## config.mk

```make
export PLATFORM = sky130hd
export DESIGN_NAME = seg_frame_arb
export DESIGN_NICKNAME = d
export VERILOG_FILES = /design/src/rtl/seg_pkg.sv /design/src/rtl/seg_frame_buf.sv /design/src/rtl/seg_frame_arb.sv
export SDC_FILE = /design/constraint.sdc
export NUM_CORES = 1
export LEC_CHECK = 0
export ABC_AREA = 1
export BUFFER_PORTS_ARGS = -buffer_cell sky130_fd_sc_hd__buf_4
export CAP_MARGIN = 20
export CORE_UTILIZATION = 58
export CTS_BUF_LIST = sky130_fd_sc_hd__clkbuf_8 sky130_fd_sc_hd__clkbuf_16
export DETAILED_ROUTE_END_ITERATION = 6
export PLACE_DENSITY = 0.88
export SYNTH_ARGS = -nofsm -noshare
export SYNTH_HDL_FRONTEND = slang
export SYNTH_SLANG_ARGS = --single-unit
```

## constraint.sdc

```tcl
create_clock -name clk -period 9.6 [get_ports clk]
set_input_delay 0.48 -clock clk [delete_from_list [all_inputs] [get_ports clk]]
set_output_delay 0.48 -clock clk [all_outputs]
set_load 0.01 [all_outputs]
```

## src/rtl/seg_pkg.sv

```systemverilog
// Shared definitions for the seven-segment frame arbiter: FSM encodings,
// display word indices and default hold/cooldown lengths.
package seg_pkg;

    typedef enum logic [1:0] {
        S_CPU  = 2'd0,
        S_DBG  = 2'd1,
        S_COOL = 2'd2
    } seg_state_t;

    localparam int SEG_WORDS  = 4;
    localparam int SEG_WORD_W = 16;

    localparam logic [1:0] SEG_WORD_A = 2'd0;
    localparam logic [1:0] SEG_WORD_B = 2'd1;
    localparam logic [1:0] SEG_WORD_C = 2'd2;
    localparam logic [1:0] SEG_WORD_D = 2'd3;

    localparam int SEG_HOLD_DEFAULT = 50_000_000;
    localparam int SEG_COOL_DEFAULT = 10_000_000;

endpackage

```

## src/rtl/seg_frame_buf.sv

```systemverilog
// Double-buffered CPU display words: shadow registers plus the committed frame.
// Shadow words are exported only when SEG_FRAME_ARB_READBACK_EN is defined.
module seg_frame_buf
    import seg_pkg::*;
(
    input  logic                                  clk,
    input  logic                                  rst,
    input  logic                                  wr_en,
    input  logic [1:0]                            wr_addr,
    input  logic [SEG_WORD_W-1:0]                 wr_data,
    input  logic                                  commit,
`ifdef SEG_FRAME_ARB_READBACK_EN
    output logic [SEG_WORDS-1:0][SEG_WORD_W-1:0]  shadow,
`endif
    output logic [SEG_WORDS-1:0][SEG_WORD_W-1:0]  cpu_act
);

    genvar gi;
    generate
        for (gi = 0; gi < SEG_WORDS; gi++) begin : g_word
            logic                  hit;
            logic [SEG_WORD_W-1:0] shadow_reg;
            logic [SEG_WORD_W-1:0] act_reg;

            assign hit = wr_en && (wr_addr == 2'(gi));

            always_ff @(posedge clk or posedge rst) begin
                if (rst) begin
                    shadow_reg <= '0;
                end else if (hit) begin
                    shadow_reg <= wr_data;
                end
            end

            // A write landing in the commit cycle is forwarded into the frame.
            always_ff @(posedge clk or posedge rst) begin
                if (rst) begin
                    act_reg <= '0;
                end else if (commit) begin
                    act_reg <= hit ? wr_data : shadow_reg;
                end
            end

            assign cpu_act[gi] = act_reg;
`ifdef SEG_FRAME_ARB_READBACK_EN
            assign shadow[gi]  = shadow_reg;
`endif
        end
    endgenerate

endmodule

```

## src/rtl/seg_frame_arb.sv

```systemverilog
// Display arbiter between CPU frame and debug takeover with hold and cooldown.
// Optional CPU readback port enabled by SEG_FRAME_ARB_READBACK_EN.
module seg_frame_arb
    import seg_pkg::*;
#(
    parameter int HOLD_CYCLES = SEG_HOLD_DEFAULT,
    parameter int COOL_CYCLES = SEG_COOL_DEFAULT,
    parameter int CNT_W       = 32
) (
    input  logic        clk,
    input  logic        rst,
    input  logic        wr_en,
    input  logic [1:0]  wr_addr,
    input  logic [15:0] wr_data,
    input  logic        commit,
    input  logic        dbg_req,
    input  logic [63:0] dbg_frame,
    output logic        dbg_ack,
    output logic        dbg_busy,
    output logic [15:0] data_A,
    output logic [15:0] data_B,
    output logic [15:0] data_C,
    output logic [15:0] data_D
`ifdef SEG_FRAME_ARB_READBACK_EN
    ,
    input  logic [2:0]  rd_addr,
    output logic [15:0] rd_data
`endif
);

    seg_state_t                            state_reg, state_next;
    logic [CNT_W-1:0]                      cnt_reg, cnt_next;
    logic                                  grant;
    logic [SEG_WORDS-1:0][SEG_WORD_W-1:0]  dbg_buf_reg;
    logic [SEG_WORDS-1:0][SEG_WORD_W-1:0]  cpu_act;
    logic [SEG_WORDS-1:0][SEG_WORD_W-1:0]  data_reg, data_next;
    logic                                  dbg_ack_reg;
`ifdef SEG_FRAME_ARB_READBACK_EN
    logic [SEG_WORDS-1:0][SEG_WORD_W-1:0]  shadow;
`endif

    seg_frame_buf u_frame_buf (
        .clk     (clk),
        .rst     (rst),
        .wr_en   (wr_en),
        .wr_addr (wr_addr),
        .wr_data (wr_data),
        .commit  (commit),
`ifdef SEG_FRAME_ARB_READBACK_EN
        .shadow  (shadow),
`endif
        .cpu_act (cpu_act)
    );

    always_ff @(posedge clk or posedge rst) begin
        if (rst) begin
            state_reg   <= S_CPU;
            cnt_reg     <= '0;
            dbg_buf_reg <= '0;
            dbg_ack_reg <= 1'b0;
            data_reg    <= '0;
        end else begin
            state_reg   <= state_next;
            cnt_reg     <= cnt_next;
            dbg_ack_reg <= grant;
            data_reg    <= data_next;
            if (grant) begin
                dbg_buf_reg <= dbg_frame;
            end
        end
    end

    // Counter is reloaded on every state entry, so it never wraps.
    always_comb begin
        state_next = state_reg;
        cnt_next   = cnt_reg;
        grant      = 1'b0;
        case (state_reg)
            S_CPU: begin
                if (dbg_req) begin
                    grant      = 1'b1;
                    state_next = S_DBG;
                    cnt_next   = CNT_W'(HOLD_CYCLES - 1);
                end
            end
            S_DBG: begin
                if (cnt_reg == '0) begin
                    state_next = S_COOL;
                    cnt_next   = CNT_W'(COOL_CYCLES - 1);
                end else begin
                    cnt_next = cnt_reg - CNT_W'(1);
                end
            end
            S_COOL: begin
                if (cnt_reg == '0) begin
                    state_next = S_CPU;
                end else begin
                    cnt_next = cnt_reg - CNT_W'(1);
                end
            end
            default: begin
                state_next = S_CPU;
                cnt_next   = '0;
            end
        endcase
    end

    always_comb begin
        data_next = (state_reg == S_DBG) ? dbg_buf_reg : cpu_act;
        dbg_busy  = (state_reg == S_DBG);
    end

    assign dbg_ack = dbg_ack_reg;
    assign data_A  = data_reg[SEG_WORD_A];
    assign data_B  = data_reg[SEG_WORD_B];
    assign data_C  = data_reg[SEG_WORD_C];
    assign data_D  = data_reg[SEG_WORD_D];

`ifdef SEG_FRAME_ARB_READBACK_EN
    always_comb begin
        rd_data = '0;
        if (rd_addr[2] == 1'b0) begin
            rd_data = shadow[rd_addr[1:0]];
        end else if (rd_addr == 3'd4) begin
            rd_data = {14'b0, state_reg};
        end
    end
`endif

endmodule
```

# After elaboration in Yosys (flattened, before gate mapping)
# Cells that the tools add are included.
dict set report classes {
  addsub 1
  n_mul 0
  div_mod_pow 0
  order_cmp 0
  eq_ne 9
  n_shift 0
  mux 15
  n_bitwise 0
  n_reduce_logical 9
}
# op count
set op_table {}
lappend op_table {{$mux W32} 3}
lappend op_table {{$pmux W32 S3} 1}
lappend op_table {{$mux W16} 4}
lappend op_table {{$mux W64} 1}
lappend op_table {{$logic_not A32 Y1} 1}
lappend op_table {{$sub A32 B1 Y32 const B} 1}
lappend op_table {{$eq A2 B2 Y1 const B} 3}
lappend op_table {{$mux W2} 3}
lappend op_table {{$ne A2 B2 Y1 const B} 3}
lappend op_table {{$pmux W2 S3} 1}
lappend op_table {{$eq A2 B1 Y1 const B} 2}
lappend op_table {{$logic_and A1 B1 Y1} 4}
lappend op_table {{$logic_not A2 Y1} 2}
lappend op_table {{$reduce_and A3 Y1} 1}
lappend op_table {{$mux W1} 2}
lappend op_table {{$ne A2 B1 Y1 const B} 1}
lappend op_table {{$reduce_and A2 Y1} 1}
dict set report word_totals {
  reg_bits 291
  latchBits 0
  ramBits 0
  romBits 0
  output_inout_bits 66
  word_cells 53
  mem_count 0
}

# Logic depth before layout (Yosys ltp)
# Gate-level depths: netlist of run 1.
dict set report logic_depth {
  ltp_word 3
  ltp_mapped 13
  mapped_depth_nobuf 13
}

# Cells and area by module
# From an unflattened synthesis of run 1, not the netlist that was laid out.
dict set report hier_totals {
  cells_unflattened 1550
  area_unflattened_um2 12703.4
}
# module n_inst cells_each area_each_um2
set modules_own_cells {}
lappend modules_own_cells {seg_frame_arb 1 915 7218.2}
lappend modules_own_cells {seg_frame_buf 1 635 5485.3}

# Worst setup path before layout of run 1
# OpenSTA, ideal clock, no wires.
dict set report synth_path {
  path_type {flip-flop to flip-flop}
  start {register cnt_reg[0]}
  end {register cnt_reg[0]}
  arrival_time_ns 1.543
  required_time_ns 9.471
  slack_ns 7.927
  path_stages_with_launch 13
  n_path_buf 1
  period_less_slack_ns 1.673
  path_cell_list {dfrtp_1 -> inv_1 -> ha_1 -> nand2_1 -> nor2_1 -> nand2_2 -> nor2_4 -> nand2_4 -> nand2_8 -> nor2_4 -> buf_6 -> nand2_2 -> o211ai_2}
}
dict set report synth_via {
  elab_chain_len 3
}
# item line_no
set synth_rtl {}
lappend synth_rtl {{from (decl)} seg_frame_arb.sv:32} ;# logic [CNT_W-1:0] cnt_reg, cnt_next;
lappend synth_rtl {{from (signal assigned)} seg_frame_arb.sv:64} ;# cnt_reg <= cnt_next;
lappend synth_rtl {{$sub A32 B1 Y32 / $logic_not A32 Y1 (equally long branches)} --}
lappend synth_rtl {{$mux W32, or another cell as far along} seg_frame_arb.sv:95} ;# if (cnt_reg == '0) begin
lappend synth_rtl {{$pmux W32 S3 / $reduce_and A2 Y1 (equally long branches)} --}
# Parallel ways exist; a longest one is shown, timed or not. The select of a mux whose other input is x is not followed.
# A chain may end at the register's enable or synchronous reset.

# Worst setup path after layout of run 1
dict set report layout_path {
  start {register state_reg[0]}
  end {output dbg_busy}
}
dict set report layout_via {
  elab_chain_len 1
}
# item line_no
set layout_rtl {}
lappend layout_rtl {{from (decl)} seg_frame_arb.sv:31} ;# seg_state_t state_reg, state_next;
lappend layout_rtl {{from (signal assigned)} seg_frame_arb.sv:63} ;# state_reg <= state_next;
lappend layout_rtl {{$eq A2 B1 Y1} seg_frame_arb.sv:110} ;# dbg_busy = (state_reg == S_DBG);
lappend layout_rtl {{to (decl)} seg_frame_arb.sv:19} ;# output logic dbg_busy,
# Every way passes these cells.

==> reports/qor.yml, run 1 <==
wl_per_cell_um: 17.0
critPathKind: "reg2out"
route.detailed.drc: 0
num_vias: 9544
grt-ovfl-total: 0
yosysUniqueCellTypes: 32
cap_violations: 0
clockBufferDepth: 3
setup_tns_ns: 0
timing.final.crit_share_pct: 35.3
cts_setup_buffers: 0
cts_tree: "done"
yosys.area.top_type: "dfrtp_1"
synth_cells: 1338
drive_gt1_share_pct: 16.8
syn_area_per_cell_um2: 8.86
clk_pin_slew_ns: 0.07
grt_pass1_vias: 9397
coreArea_um2: 19800
seq_area_um2: 7280
r2r.worst_path.cells: 4
drt_iter0_drc: 880
hold_violations: 0
syn_area_um2: 11900
critical_path.max_fanout: 87
finalWirelength_um: 29900
cp-end-kind: "primary output"
die_area_um2: 21000
post_cts_resized: 0
p_seq_share_pct: 50.1
min_period_ns: 3.39
switchingPower_mw: 0.697
drt_first_pass_iters: 5
grt_usage_pct: 28.3
yosysWarnings: 0
ir_drop_uv: 140
hold_buffers: 0
hold_path.class: "in2async"
n_antenna_cell: 0
area_delta_synth_final_pct: 19.1
gp_congestion: 0.885
start_kind: "flop"
p_per_area_nw_per_um2: 195
place_ws_ns: 6.85
arrival_ns: 2.91
worst_slew_pin_slew_ns: 1.12
netlist_top_cells_area: "dfrtp_1 61%, nand2_1 16%, o21ai_0 8.5%"
place_hpwl_um: 18500
fin_ws_ns: 6.21
status: "completed"
p_int_mw: 2.06
cts_root_buf: "clkbuf_16"
setup_viol: 0
cp_data_required_time_ns: 9.12
fp.dieH_um: 145
postSynth.asyncResetShare_pct: 100
start_util_pct: 60.0
synth_top_area_share_pct: 61.4
cts_buffers: 28
slew_viol_final: 0
dieWidth_um: 145
multiInputGateArea_um2: 3870
htree_levels: 1
switching_share_pct: 25.3
grt_max_degree: 137
syn-num-nets: 1427
cts_sinks: 291
nets: 1558
p_leak_nw: 7.44
synth_flop_cell: "dfrtp_1"
ys_seq_area_share_pct: 61.4
slew_headroom_pct: 25.4
clkLatencyLatePin_ns: 0.54
finalClockSkew_ns: 0.0105
antenna_found_initial: 0
ioPinCount: 153
rsz0062_at_grt: "false"
p_comb_share_pct: 10.3
num_rows: 51
clock.fmax_ghz: 0.295
fill_cells: 1424
ant_nets: 0
ys_ff_latch: 291
portBuffers: 152
vias_per_cell: 5.44
grt_first_pass_wirelength_um: 47400
clockPowerShare_pct: 39.5
synth_edf_count: 0
## cells in the mapped netlist, types with 3 or more instances
cell,number
nor2_2,12
buf_2,9
nand2_2,5
inv_2,3
dfrtp_1,291
inv_1,121
buf_1,12
clkbuf_1,34
xor2_1,9
nor3_1,3
nand4_1,12
nand3_1,14
nand2_1,501
o21ai_0,202
o21ai_1,9
o21ai_2,8
nor2_4,5
nor2_1,62
o2111ai_1,4
a21oi_1,5
## placed cells by master (no fill, tap or decap), types with 2 or more instances in the layout
| cell type | Yosys | final |
|---|---|---|
| nor2_4 | 5 | 6 |
| clkinv_4 | 0 | 2 |
| o21ai_1 | 9 | 9 |
| inv_2 | 3 | 4 |
| ha_1 | 2 | 2 |
| clkbuf_16 | 0 | 29 |
| o21ai_0 | 202 | 202 |
| nand2_1 | 501 | 500 |
| inv_1 | 121 | 124 |
| clkinv_2 | 0 | 4 |
| nor2_2 | 12 | 11 |
| clkinvlp_4 | 0 | 2 |
| xor2_1 | 9 | 9 |
| nand3_2 | 2 | 2 |
| nor2_1 | 62 | 62 |
| buf_4 | 1 | 156 |
| o2111ai_1 | 4 | 4 |
| nand3_1 | 14 | 14 |
| o21ai_2 | 8 | 8 |
| nand2_2 | 5 | 6 |
| dfrtp_1 | 291 | 291 |
| clkbuf_8 | 0 | 10 |
| a21oi_1 | 5 | 5 |
| o211ai_2 | 2 | 2 |
| nand2_4 | 2 | 2 |
| nor3_1 | 3 | 3 |
| nand4_1 | 12 | 12 |
## critical path, stage by stage, from the launching register on
cell     delay [ns]
dfrtp_1        0.44
inv_1          0.11
nor2_4         0.75
buf_4          0.78
buf_4          0.24
## layout make-up
cell class	instances	area share, %
clock inverters	13	0.505
repair buffers	159	8.73
well taps	265	2.35
inverters	124	3.35
clock buffers	39	6.11
multi-input cells	865	27.4
flip-flops and latches	291	51.5
## metal layers
layer	track usage (%)	vias to the layer above	share of wire (%)	wire length, µm
li1	-	4441	-	-
met1	37.0	4602	40	11900
met2	47.2	403	50	14900
met3	3.65	98	6.3	1870
met4	13.5	0	4.2	1270
met5	0	-	0	0
## per-stage QoR
step           hold WS, ns  power [mW]  instance area, µm²  std cells  util [%]
2_1_floorplan        0.449        1.57               11900       1338         -
3_3_place_gp         0.461        1.65               13100       1701      66.4
3_5_place_dp         0.466        1.67               13100       1701      66.4
4_1_cts              0.123        2.76               14100       1753      71.1
5_1_grt              0.127        2.86               14100       1756      71.4
6_report             0.101        2.75               14100       1756      71.4
## cells by family after synthesis
logic type | after synthesis | synth area share [%]
buffers and inverters | 182 | 6.01
DFF | 291 | 61.4
AOI/OAI and AO/OA | 232 | 10.3
and+or+nand+nor | 621 | 21.3
adders and majority gates | 2 | 0.211
xor gates and xnor gates | 10 | 0.739
## power by group through the flow
stage / clock [mW] / sequential (mW) / combinational, mW
finish: 1.09 / 1.38 / 0.284
CTS: 1.10 / 1.38 / 0.281
global placement: 0 / 1.39 / 0.258
detailed placement: 0 / 1.40 / 0.274
floorplan: 0 / 1.39 / 0.187
global route: 1.15 / 1.39 / 0.318
## worst paths after layout
path	endpoint	slack, ns	from
max	dbg_busy	6.21	state_reg[0]$_DFFE_PP0P_
min	dbg_buf_reg[12]$_DFFE_PP0P_	0.10	rst
max reg2reg	data_D[5]$_DFF_PP0_	7.04	state_reg[0]$_DFFE_PP0P_
min reg2reg	dbg_buf_reg[60]$_DFFE_PP0P_	0.48	dbg_buf_reg[60]$_DFFE_PP0P_
max in group asynchronous	u_frame_buf.g_word[1].shadow_reg[12]$_DFF_PP0_	7.87	rst
min in group clk	dbg_buf_reg[2]$_DFFE_PP0P_	0.13	dbg_frame[2]
No activity file was read; power rests on OpenSTA's default activity.
==> run 2, diff against run 1 <==
- CORE_UTILIZATION: 58 -> 52
- PLACE_DENSITY: 0.88 -> 0.84
- clock period: 9.6 -> 2.75 ns (I/O delays scaled with it)
==> run 2 against run 1 <==
  * Sequential share of layout area decreased by 2.9 points
  * Sequential power increased to 3.5 times the previous value
  * Worst hold slack got worse by 0.035 ns
  * Register-to-register slack got worse by 6.3 ns
  * Total power increased to 3.5 times the previous value
  * Non-clock buffer count increased by 83
  * Die area increased by 11%
==> reports/qor.yml, run 2 (same netlist as run 1, synthesis figures left out) <==
setup_tns_ns: 0
fp.dieH_um: 153
fill_cells: 1628
clock.fmax_ghz: 0.495
final_common_cell: "nand2_1"
dieWidth_um: 153
vias_per_cell: 5.24
die_area_um2: 23400
ant_nets: 0
min_period_ns: 2.02
timing.final.crit_share_pct: 73.5
critPathKind: "reg2out"
critical_path.max_fanout: 77
crit_slowest_cell: "dfrtp_1"
multiInputGateArea_um2: 3870
finalWirelength_um: 30700
fin_util_pct: 67.7
p_leak_nw: 7.81
ir_drop_uv: 319
grt_usage_pct: 26.9
cts_buffers: 29
cts_tree: "done"
clockBufferDepth: 3
ff2ff_setup_slack_ns: 0.74
fin_ws_ns: 0.730
num_vias: 9712
cpPeakStageDelay_ns: 0.43
setup_viol: 0
slew_headroom_pct: 30.9
hold_violations: 0
cts_sinks: 291
num_rows: 54
ioPinCount: 153
mostFrequentLayoutCells: "500 x nand2_1, 291 x dfrtp_1, 202 x o21ai_0"
hold_buffers: 67
met1_length_um: 13200
drt_first_pass_iters: 6
start_util_pct: 53.7
rsz0062_at_grt: "false"
clkLatencyLatePin_ns: 0.54
post_cts_resized: 0
htree_levels: 1
finalClockSkew_ns: 0.0225
drt_iter0_drc: 847
hold_path.class: "in2reg"
dr_wl_met2_um: 15100
place_ws_ns: 0.827
cap_violations: 0
top_layer: "met4"
n_antenna_cell: 0
crit_chain: "inv_1 > nor2_4 > buf_12 > buf_4"
area_delta_synth_final_pct: 26.2
p_per_area_nw_per_um2: 646
wl_per_cell_um: 16.6
slew_viol_final: 0
route.detailed.drc: 0
grt-ovfl-total: 0
gp_congestion: 0.916
wl_met3_um: 1680
cts_root_buf: "clkbuf_16"
cts_setup_buffers: 0
cp_data_required_time_ns: 2.61
arrival_ns: 1.88
status: "completed"
start_kind: "flop"
coreArea_um2: 22100
nets: 1642
grt_max_degree: 90
portBuffers: 152
holdWs_ns: 0.0652
grt_pass1_vias: 9949
clk_pin_slew_ns: 0.06
place_hpwl_um: 19800
worst_slew_pin_slew_ns: 1.03
cp-end-kind: "primary output"
grt_first_pass_wirelength_um: 50100
antenna_found_initial: 0
drive_gt1_share_pct: 16.9
seq_area_um2: 7280
-- run 2: changes by cell type in the layout (fill, tap and decap cells not counted), sizes merged --
cell and change:
inv +2, clkinv +2, dlygate4sd3 +67, bufinv +1
clkbuf -5, buf +16, clkinvlp +1
-- run 2: per-layer routing --
| metal | up-vias | global-route usage [%] |
|---|---|---|
| li1 | 4614 | - |
| met1 | 4695 | 36.0 |
| met2 | 351 | 45.8 |
| met3 | 52 | 3.40 |
| met4 | 0 | 8.71 |
| met5 | - | 0 |
-- run 2: per-stage QoR --
step / instance area [µm²] / power, mW / std cells
after floorplan: 11900 / 5.49 / 1338
after global placement: 13400 / 5.82 / 1734
after detailed placement: 13400 / 5.86 / 1734
after CTS: 14900 / 9.71 / 1854
after global routing: 15000 / 10.1 / 1855
final: 15000 / 9.67 / 1855
-- run 2: layout make-up --
type	count	area share, %
well taps	280	2.34
flip-flops and latches	291	48.7
repair buffers	242	13.8
clock buffers	34	5.31
inverters	124	3.14
multi-input cells	865	25.9
clock inverters	19	0.853
-- run 2: path summary, 6_finish.rpt --
path / cells past startpoint / startpoint / to
max: 4 / state_reg[0]$_DFFE_PP0P_ / dbg_busy
min: 3 / wr_data[1] / u_frame_buf.g_word[0].shadow_reg[1]$_DFF_PP0_
max reg2reg: 10 / cnt_reg[0]$_DFFE_PP0P_ / cnt_reg[18]$_DFFE_PP0P_
min reg2reg: 2 / dbg_buf_reg[55]$_DFFE_PP0P_ / dbg_buf_reg[55]$_DFFE_PP0P_
max in group asynchronous: 4 / rst / u_frame_buf.g_word[0].shadow_reg[10]$_DFF_PP0_
min in group asynchronous: 3 / rst / u_frame_buf.g_word[3].shadow_reg[15]$_DFF_PP0_
-- run 2: power by group --
part | internal [mW] | total (mW) | switching, mW
combinational | 0.425 | 1.08 | 0.660
sequential | 4.65 | 4.81 | 0.164
clock | 2.15 | 3.77 | 1.62
-- run 2: worst max-delay path: cells and delay by family, from the launching register on --
family / cells / cell delay, ns
DFF: 1 / 0.43
and+or+nand+nor: 1 / 0.28
buffers and inverters: 3 / 0.61
